<file path="config.mk">
export PLATFORM = sky130hd
export DESIGN_NAME = dds_sample_sink
export DESIGN_NICKNAME = d
export VERILOG_FILES = /design/src/rtl/dds_sample_sink.sv
export SDC_FILE = /design/constraint.sdc
export NUM_CORES = 1
export LEC_CHECK = 0
export ABC_AREA = 1
export BUFFER_PORTS_ARGS = -buffer_cell sky130_fd_sc_hd__buf_4
export CORE_UTILIZATION = 37
export DETAILED_ROUTE_END_ITERATION = 10
export GPL_ROUTABILITY_DRIVEN = 0
export PLACE_DENSITY = 0.6
export SKIP_LAST_GASP = 1
export SLEW_MARGIN = 30
export SYNTH_ARGS = -nofsm -noshare
export SYNTH_HDL_FRONTEND = slang
export SYNTH_SLANG_ARGS = --single-unit
</file>
<file path="constraint.sdc">
create_clock -name Fg_CLK -period 5.65 [get_ports Fg_CLK]
set_clock_uncertainty 0.2 [all_clocks]
set_input_delay 1.13 -clock Fg_CLK [delete_from_list [all_inputs] [get_ports Fg_CLK]]
set_output_delay 1.13 -clock Fg_CLK [all_outputs]
set_load 0.005 [all_outputs]
</file>
<file path="src/rtl/dds_sample_sink.sv">
// dds_sample_sink
//   Consumer end of the sampling-control strobe interface. Ready starts or
//   restarts the DDS phase accumulator. Each accepted Enable strobe adds
//   Tuning to the phase. The top OUT_W bits of the new phase go into a small
//   FIFO that is drained with a valid/ready handshake. Any change of Mode
//   while running causes a one-cycle FLUSH.
//
//   Ports
//     Fg_CLK, RESETn            clock (posedge) and async active-low reset
//     Ready, Enable, Mode       start pulse, sample strobe, decimation mode
//     Tuning                    phase increment, sampled on each accepted Enable
//     Sample_valid/_ready/_phase  FIFO head handshake and registered data
//     Running                   high while in RUN
//     Overflow                  one-cycle pulse for each dropped sample
//     Drop_count                saturating drop counter (DDS_DROP_CNT_EN only)
//
//   Build option: define DDS_DROP_CNT_EN to add the Drop_count port and its counter.
module dds_sample_sink #(
    parameter int unsigned PHASE_W    = 32,
    parameter int unsigned OUT_W      = 12,
    parameter int unsigned FIFO_DEPTH = 4,
    parameter int unsigned CNT_W      = 16
) (
    input  logic               Fg_CLK,
    input  logic               RESETn,
    input  logic               Ready,
    input  logic               Enable,
    input  logic [3:0]         Mode,
    input  logic [PHASE_W-1:0] Tuning,
    output logic               Sample_valid,
    input  logic               Sample_ready,
    output logic [OUT_W-1:0]   Sample_phase,
    output logic               Running,
    output logic               Overflow
`ifdef DDS_DROP_CNT_EN
    ,
    output logic [CNT_W-1:0]   Drop_count
`endif
);

    localparam int unsigned PTR_W  = $clog2(FIFO_DEPTH);
    localparam int unsigned FCNT_W = PTR_W + 1;

    typedef enum logic [1:0] {IDLE, RUN, FLUSH} state_t;

    state_t              state_q, state_d;
    logic [PHASE_W-1:0]  phase_q, phase_d, phase_sum;
    logic [3:0]          mode_q, mode_d;
    logic [OUT_W-1:0]    mem_q [FIFO_DEPTH];
    logic [PTR_W-1:0]    rd_q, rd_d, wr_q, wr_d;
    logic [FCNT_W-1:0]   cnt_q, cnt_d, remain;
    logic [OUT_W-1:0]    push_word, head_d;
    logic                clr, accept, push, pop, drop, full, valid_d;

    assign phase_sum = phase_q + Tuning;
    assign push_word = phase_sum[PHASE_W-1 -: OUT_W];

    // Control FSM: priority in RUN is Ready > Mode change > Enable
    always_comb begin
        state_d = state_q;
        phase_d = phase_q;
        mode_d  = mode_q;
        clr     = 1'b0;
        accept  = 1'b0;
        case (state_q)
            IDLE: begin
                mode_d = Mode;
                if (Ready) begin
                    state_d = RUN;
                    phase_d = '0;
                end
            end
            RUN: begin
                if (Ready) begin
                    phase_d = '0;
                    clr     = 1'b1;
                end else if (Mode != mode_q) begin
                    state_d = FLUSH;
                end else if (Enable) begin
                    accept  = 1'b1;
                    phase_d = phase_sum;
                end
            end
            FLUSH: begin
                clr     = 1'b1;
                phase_d = '0;
                mode_d  = Mode;
                state_d = RUN;
            end
            default: state_d = IDLE;
        endcase
    end

    // FIFO bookkeeping; clear wins over pop, a full FIFO accepts a push only alongside a pop
    always_comb begin
        full   = (cnt_q == FCNT_W'(FIFO_DEPTH));
        pop    = !clr && (cnt_q != '0) && Sample_ready;
        push   = accept && (!full || pop);
        drop   = accept && full && !pop;
        remain = cnt_q - FCNT_W'(pop);
        if (clr) begin
            rd_d  = '0;
            wr_d  = '0;
            cnt_d = '0;
        end else begin
            rd_d  = rd_q + PTR_W'(pop);
            wr_d  = wr_q + PTR_W'(push);
            cnt_d = remain + FCNT_W'(push);
        end
        // A word pushed into an otherwise empty FIFO is visible on the next cycle
        head_d  = (remain == '0) ? push_word : mem_q[rd_d];
        valid_d = (cnt_d != '0);
    end

    // State, accumulator and FIFO pointers
    always_ff @(posedge Fg_CLK or negedge RESETn) begin
        if (!RESETn) begin
            state_q <= IDLE;
            phase_q <= '0;
            mode_q  <= '0;
            rd_q    <= '0;
            wr_q    <= '0;
            cnt_q   <= '0;
        end else begin
            state_q <= state_d;
            phase_q <= phase_d;
            mode_q  <= mode_d;
            rd_q    <= rd_d;
            wr_q    <= wr_d;
            cnt_q   <= cnt_d;
        end
    end

    // FIFO storage; contents are don't-care until written
    always_ff @(posedge Fg_CLK) begin
        if (push) mem_q[wr_q] <= push_word;
    end

    // Registered outputs; Sample_phase holds its last value while empty
    always_ff @(posedge Fg_CLK or negedge RESETn) begin
        if (!RESETn) begin
            Sample_valid <= 1'b0;
            Sample_phase <= '0;
            Running      <= 1'b0;
            Overflow     <= 1'b0;
        end else begin
            Sample_valid <= valid_d;
            if (valid_d) Sample_phase <= head_d;
            Running      <= (state_d == RUN);
            Overflow     <= drop;
        end
    end

`ifdef DDS_DROP_CNT_EN
    // Saturating drop counter, cleared only by reset
    always_ff @(posedge Fg_CLK or negedge RESETn) begin
        if (!RESETn)                        Drop_count <= '0;
        else if (drop && Drop_count != '1)  Drop_count <= Drop_count + CNT_W'(1);
    end
`endif

endmodule

</file>
==> results of run 1 <==
cell type report:
cell class | count | area share
Inverter | 177 | 0.0831
Clock buffer | 10 | 0.0299
Multi-Input combinational cell | 661 | 0.417
Timing Repair Buffer | 60 | 0.0563
Tap cell | 234 | 0.0366
Sequential cell | 108 | 0.368
Clock inverter | 6 | 0.00877
stage by stage:
stage               instances  setup slack [ns]   util  power (mW)
finish                   1256              2.13  0.427        3.09
global route             1256              1.82  0.427        3.39
CTS                      1256              2.13  0.427        3.13
detailed placement       1240              1.73  0.411        2.47
global placement         1240              1.85  0.411        2.45
floorplan                 961              2.40      -        2.12
placed cells by master, fill, tap and decap left out, drive strengths merged, types with 10 or more instances in the layout:
cell	Yosys	layout
a21oi	24	24
buf	13	60
clkbuf	2	10
dfrtp	60	60
edfxtp	48	48
ha	42	42
inv	177	179
nand2	394	394
nand3	51	51
nor2	65	65
o211ai	24	24
o21ai	18	18
report_power, final:
group | leakage [nW] | switching, mW | internal [mW]
registers | 1.22 | 0.0677 | 0.940
logic | 2.98 | 0.932 | 0.497
clock network | 0.144 | 0.330 | 0.326
total | 4.34 | 1.33 | 1.76
layer usage:
layer	global-route usage	part of all wire	vias up
met5	0	0	-
met4	0.0573	0.018	0
met3	0.0239	0.027	22
met2	0.333	0.48	99
met1	0.247	0.48	2693
li1	-	-	3093
tightest hold or removal path: stages (launching register included):
cell	delay, ns
dfrtp_1	0.35
nand2_1	0.05
nand2_1	0.06
final timing paths:
check | from | to | slack [ns] | cells after the start
max reg2reg | state_q[1] | Sample_phase[0] | 2.19 | 15
min reg2reg | phase_q[29] | phase_q[29] | 0.29 | 2
max | Ready | Sample_phase[0] | 2.13 | 14
max in group asynchronous | RESETn | phase_q[0] | 4.03 | 1
min in group asynchronous | RESETn | phase_q[19] | 0.66 | 1
min | phase_q[29] | phase_q[29] | 0.29 | 2
cell families (layout without fill, tap and decap cells):
family | Yosys count | count (layout) | synth area share
simple gates | 527 | 527 | 0.304
buf+inv | 192 | 253 | 0.110
flops | 108 | 108 | 0.417
compound gates | 73 | 73 | 0.0679
xor+xnor | 14 | 14 | 0.0174
mux | 4 | 4 | 0.00638
fa+ha+maj | 43 | 43 | 0.0773
registers in the layout, indices dropped and copies added (netlist names):
name and flops:
Overflow 1, mode_q 4, wr_q 2, mem_q 48, Sample_phase 12, Sample_valid 1, cnt_q 3, Running 1
state_q 2, rd_q 2, phase_q 32
==> run metrics, run 1 <==
Final Critical Period 3.52 ns; starting density of the core 0.377; EDFF count, synth 48; Die X-Extent 140 um; drt via density 4.70; CP Capture Type flip-flop; Synth top area share 0.213; post-route ant nets 0; Post-CTS Setup Repair Bufs 0; first-pass GRT wire length 29100 um; Vias 5907; CP Cell Sequence buf_4 > nand2_2 > nand2_2 > nand2_4 > nand2_1 > nor2_1 > ha_1 > ha_1 > xnor2_1 > nand3_1 > inv_1 > nand3_1 > nand2_1 > nand2_1; fmax 284 MHz; final setup violation count 0; total number of H-tree levels 3; final non-filler cell area 7990 sq um; crit share post-route 0.624; # diodes 0; FP Rows 50; clock root buffer master clkbuf_16; Max Cap Violations 0; WS Path Type in2reg; Max Transition Viols Final 0; count leader, synth nand2_1; WL/cell 13.9 um; Fin. Hold Viols 0; all-layer global routing usage 0.191; area of the multi-input gates 3330 sq um; hold crit path type reg2reg; Synth area leaders dfrtp_1 (21%), nand2_1 (21%), edfxtp_1 (20%); Pre-antenna DRT Iters 6; CTS Sinks 108; vias in the first global route 5812; Hold WS 0.291 ns; area grow syn2layout 13.3%; drt initial violations 363; Area after DPL 7680 sq um; share of cells above drive strength 1 0.0998; post-synthesis instance total 961; Worst slew margin 0.447; Slew @ Worst Pin 0.830 ns; post_cts resized 0; most used cell, CP nand2_1; syn_nets 1045; pin count of the biggest net entering global routing 61; crit-path max cell delay 0.55 ns; RSZ-0062 raised after global routing no; Syn Area/Cell 7.34 sq um; top_reg_cell synth dfrtp_1; Pleak 4.34 nW; Register Area 2940 sq um; Die Y 140 um; DRC 0; yosys warns 0; CTS max path bufs 2; status finished clean; critical path's top delay family simple AND/OR/NAND/NOR gates; cell taking the most area after synthesis dfrtp_1; clock buffer count from CTS 9; I/O pins 56; Synth cell types 38; critical path required time 5.71 ns; DPL Wire Length 13100 um; clk slew on worst S/H paths 0.08 ns; crit start category input pin; asr flop ratio synth 0.556; Remaining Overflow, GRT 0; Core Area 18700 sq um; Slowest cell on crit path inv_1; setup TNS 0 ns; Buf/Inv on CP 2; synthesized area 7050 sq um; Commonest cells post-synth nand2_1 (388), inv_1 (174), nor2_1 (64), dfrtp_1 (60), nand3_1 (51); hold bufs inserted after CTS 0; power density cells 387 nW/um^2; flops & latches, synth 108; TritonCTS clock tree done; PortBufs 55; Clock Latency Late Sink 0.36 ns; register area share after synthesis 0.417; crit path max fanout 13; Fill cells 1949; initial antenna violation count 0; worst vdd ir 252 uV; Routed WL 17500 um; floorplan die area 19600 sq um; fin nets 1101; worst endpoint data arrival time 3.58 ns
No activity file was read; power rests on OpenSTA's default activity.
==> run 2: changes to the inputs <==
Settings changed: ABC_AREA 1 to 0, PLACE_DENSITY 0.6 to 0.62.
Clock period 5.65 ns to 3.2 ns, I/O delays scaled along.
==> run 2 against run 1 <==
Against the previous run:
- largest power group unchanged
- sequential share of layout area increased by 3.3 points
- non-clock buffer count increased by 38
- critical path depth increased by 2
- first-iteration DRC count decreased by 18%
==> run metrics, run 2 <==
status finished clean; clk slew on worst S/H paths 0.08 ns; overall power 5.28 mW; clock root buffer master clkbuf_16; commonest non-fill, non-tap cells in the layout buf_4 (95), dfrtp_1 (58), a21oi_1 (50); DRC 0; Remaining Overflow, GRT 0; Routed WL 13700 um; Vias 4522; hold crit path type in2async; yosys warns 0; area grow syn2layout 21.8%; most common cell after layout, fill and taps aside buf_4; DPL Wire Length 9790 um; critical path required time 3.24 ns; Die X-Extent 130 um; Fin. Hold Viols 0; crit path max fanout 10; I/O pins 56; Core Area 15900 sq um; post-synthesis instance total 564; fmax 330 MHz; count leader, synth dfrtp_1; worst endpoint data arrival time 3.07 ns; Final Critical Period 3.03 ns; RSZ-0062 raised after global routing yes; pin count of the biggest net entering global routing 61; CTS Sinks 108; Pleak 3.22 nW; max reg flops 48; fin nets 739; Area after DPL 6970 sq um; initial antenna violation count 0; final setup violation count 0; final non-filler cell area 7350 sq um; Net Sw Power 1.92 mW; Max Transition Viols Final 0; flops & latches, synth 108; synthesized area 6030 sq um; first-pass GRT wire length 22700 um; sw frac 0.363; Biggest register mem_q; WL/cell 15.6 um; Die Y 130 um; Synth cell types 61; hold bufs inserted after CTS 0; TritonCTS clock tree done; Clock Latency Late Sink 0.35 ns; crit start category flip-flop; Worst slew margin 0.457; WS Path Type reg2reg; register area share after synthesis 0.488; vias in the first global route 4646; combinational share of power 0.442; syn_nets 648; EDFF count, synth 48; drt initial violations 297; top_reg_cell synth dfrtp_1; total number of H-tree levels 3; internal power 3.36 mW; share of power burned in registers 0.337; floorplan die area 16800 sq um; placement-stage worst setup slack -0.225 ns; Synth area leaders dfrtp_1 (25%), edfxtp_1 (24%), ha_1 (8.7%); Finished Layout Cells 876; worst vdd ir 373 uV; cell taking the most area after synthesis dfrtp_1; asr flop ratio synth 0.556; # diodes 0; Synth top area share 0.249; Layout Utilization 0.463; Pre-antenna DRT Iters 4; setup TNS 0 ns; post-route ant nets 0; power share of the clock group 0.221; FP Rows 46; power density cells 719 nW/um^2; CTS max path bufs 2; Commonest cells post-synth dfrtp_1 (60), a21oi_1 (51), edfxtp_1 (48), nand2_1 (47), ha_1 (42); crit share post-route 0.946; PortBufs 55; largest registers mem_q: 48 flops, phase_q: 32 flops, Sample_phase: 12 flops; share of cells above drive strength 1 0.223; drt via density 5.16; clock buffer count from CTS 9; Slew @ Worst Pin 0.814 ns; placed cells 857; Syn Area/Cell 10.7 sq um; Max Cap Violations 0; all-layer global routing usage 0.176; CP Capture Type flip-flop; Final WS setup 0.171 ns; Hold WS 0.188 ns; starting density of the core 0.380
==> run 2: what timing repair did <==
| item | 4_1_cts | 5_1_grt |
|---|---|---|
| endpoints found under the hold margin | 0 | 0 |
| buffers inserted | 0 | 3 |
| setup endpoints to repair | 0 | 27 |
| resized for setup | 0 | 12 |
==> run 2: worst paths after layout <==
check                             from               to  slack [ns]  cells after the start
max                         state_q[0]  Sample_phase[4]        0.17                     16
min                             RESETn  Sample_phase[3]        0.19                      1
max reg2reg                 state_q[0]  Sample_phase[4]        0.17                     16
min reg2reg                phase_q[15]      phase_q[15]        0.29                      2
max in group asynchronous       RESETn       state_q[1]        2.05                      1
min in group Fg_CLK        phase_q[15]      phase_q[15]        0.29                      2
==> run 2: layout make-up <==
class	instances	area (sq um)
Fill cell	1529	8540
Inverter	28	105
Clock buffer	10	229
Multi-Input combinational cell	410	2950
Clock inverter	6	82.6
Sequential cell	108	2950
Tap cell	216	270
Timing Repair Buffer	98	768
==> run 2: power groups by stage <==
stage / sequential (mW) / combinational (mW) / clock [mW]
floorplan: 1.78 / 1.52 / 0
global route: 1.80 / 2.62 / 1.26
finish: 1.78 / 2.33 / 1.17
detailed placement: 1.81 / 2.28 / 0
global placement: 1.80 / 2.23 / 0
CTS: 1.78 / 2.29 / 1.21
==> run 2: logic make-up after synthesis <==
| kind of cell | share of synthesized area |
|---|---|
| DFF | 0.488 |
| adders and majority gates | 0.0904 |
| and+or+nand+nor | 0.116 |
| muxes | 0.0373 |
| xor gates and xnor gates | 0.0479 |
| buffers and inverters | 0.0307 |
| AOI/OAI and AO/OA | 0.190 |
==> run 2: metal layers <==
layer / track usage / vias to the layer above / wire length (um)
met5: 0 / - / 0
met1: 0.220 / 2181 / 6180
met2: 0.304 / 76 / 6570
met3: 0.0476 / 6 / 810
li1: - / 2259 / -
met4: 0.0376 / 0 / 89
==> run 2: worst max-delay path, stage by stage, from the launching register on <==
cell     delay, ns
dfrtp_2       0.42
inv_1         0.08
ha_1          0.23
a21o_1        0.17
nand2_1       0.09
nand2_1       0.08
nor2_2        0.11
ha_1          0.16
ha_1          0.25
inv_1         0.07
ha_2          0.27
nor2_1        0.12
a21oi_2       0.07
buf_4         0.19
nand3_1       0.07
o21ai_0       0.11
a31o_2        0.23
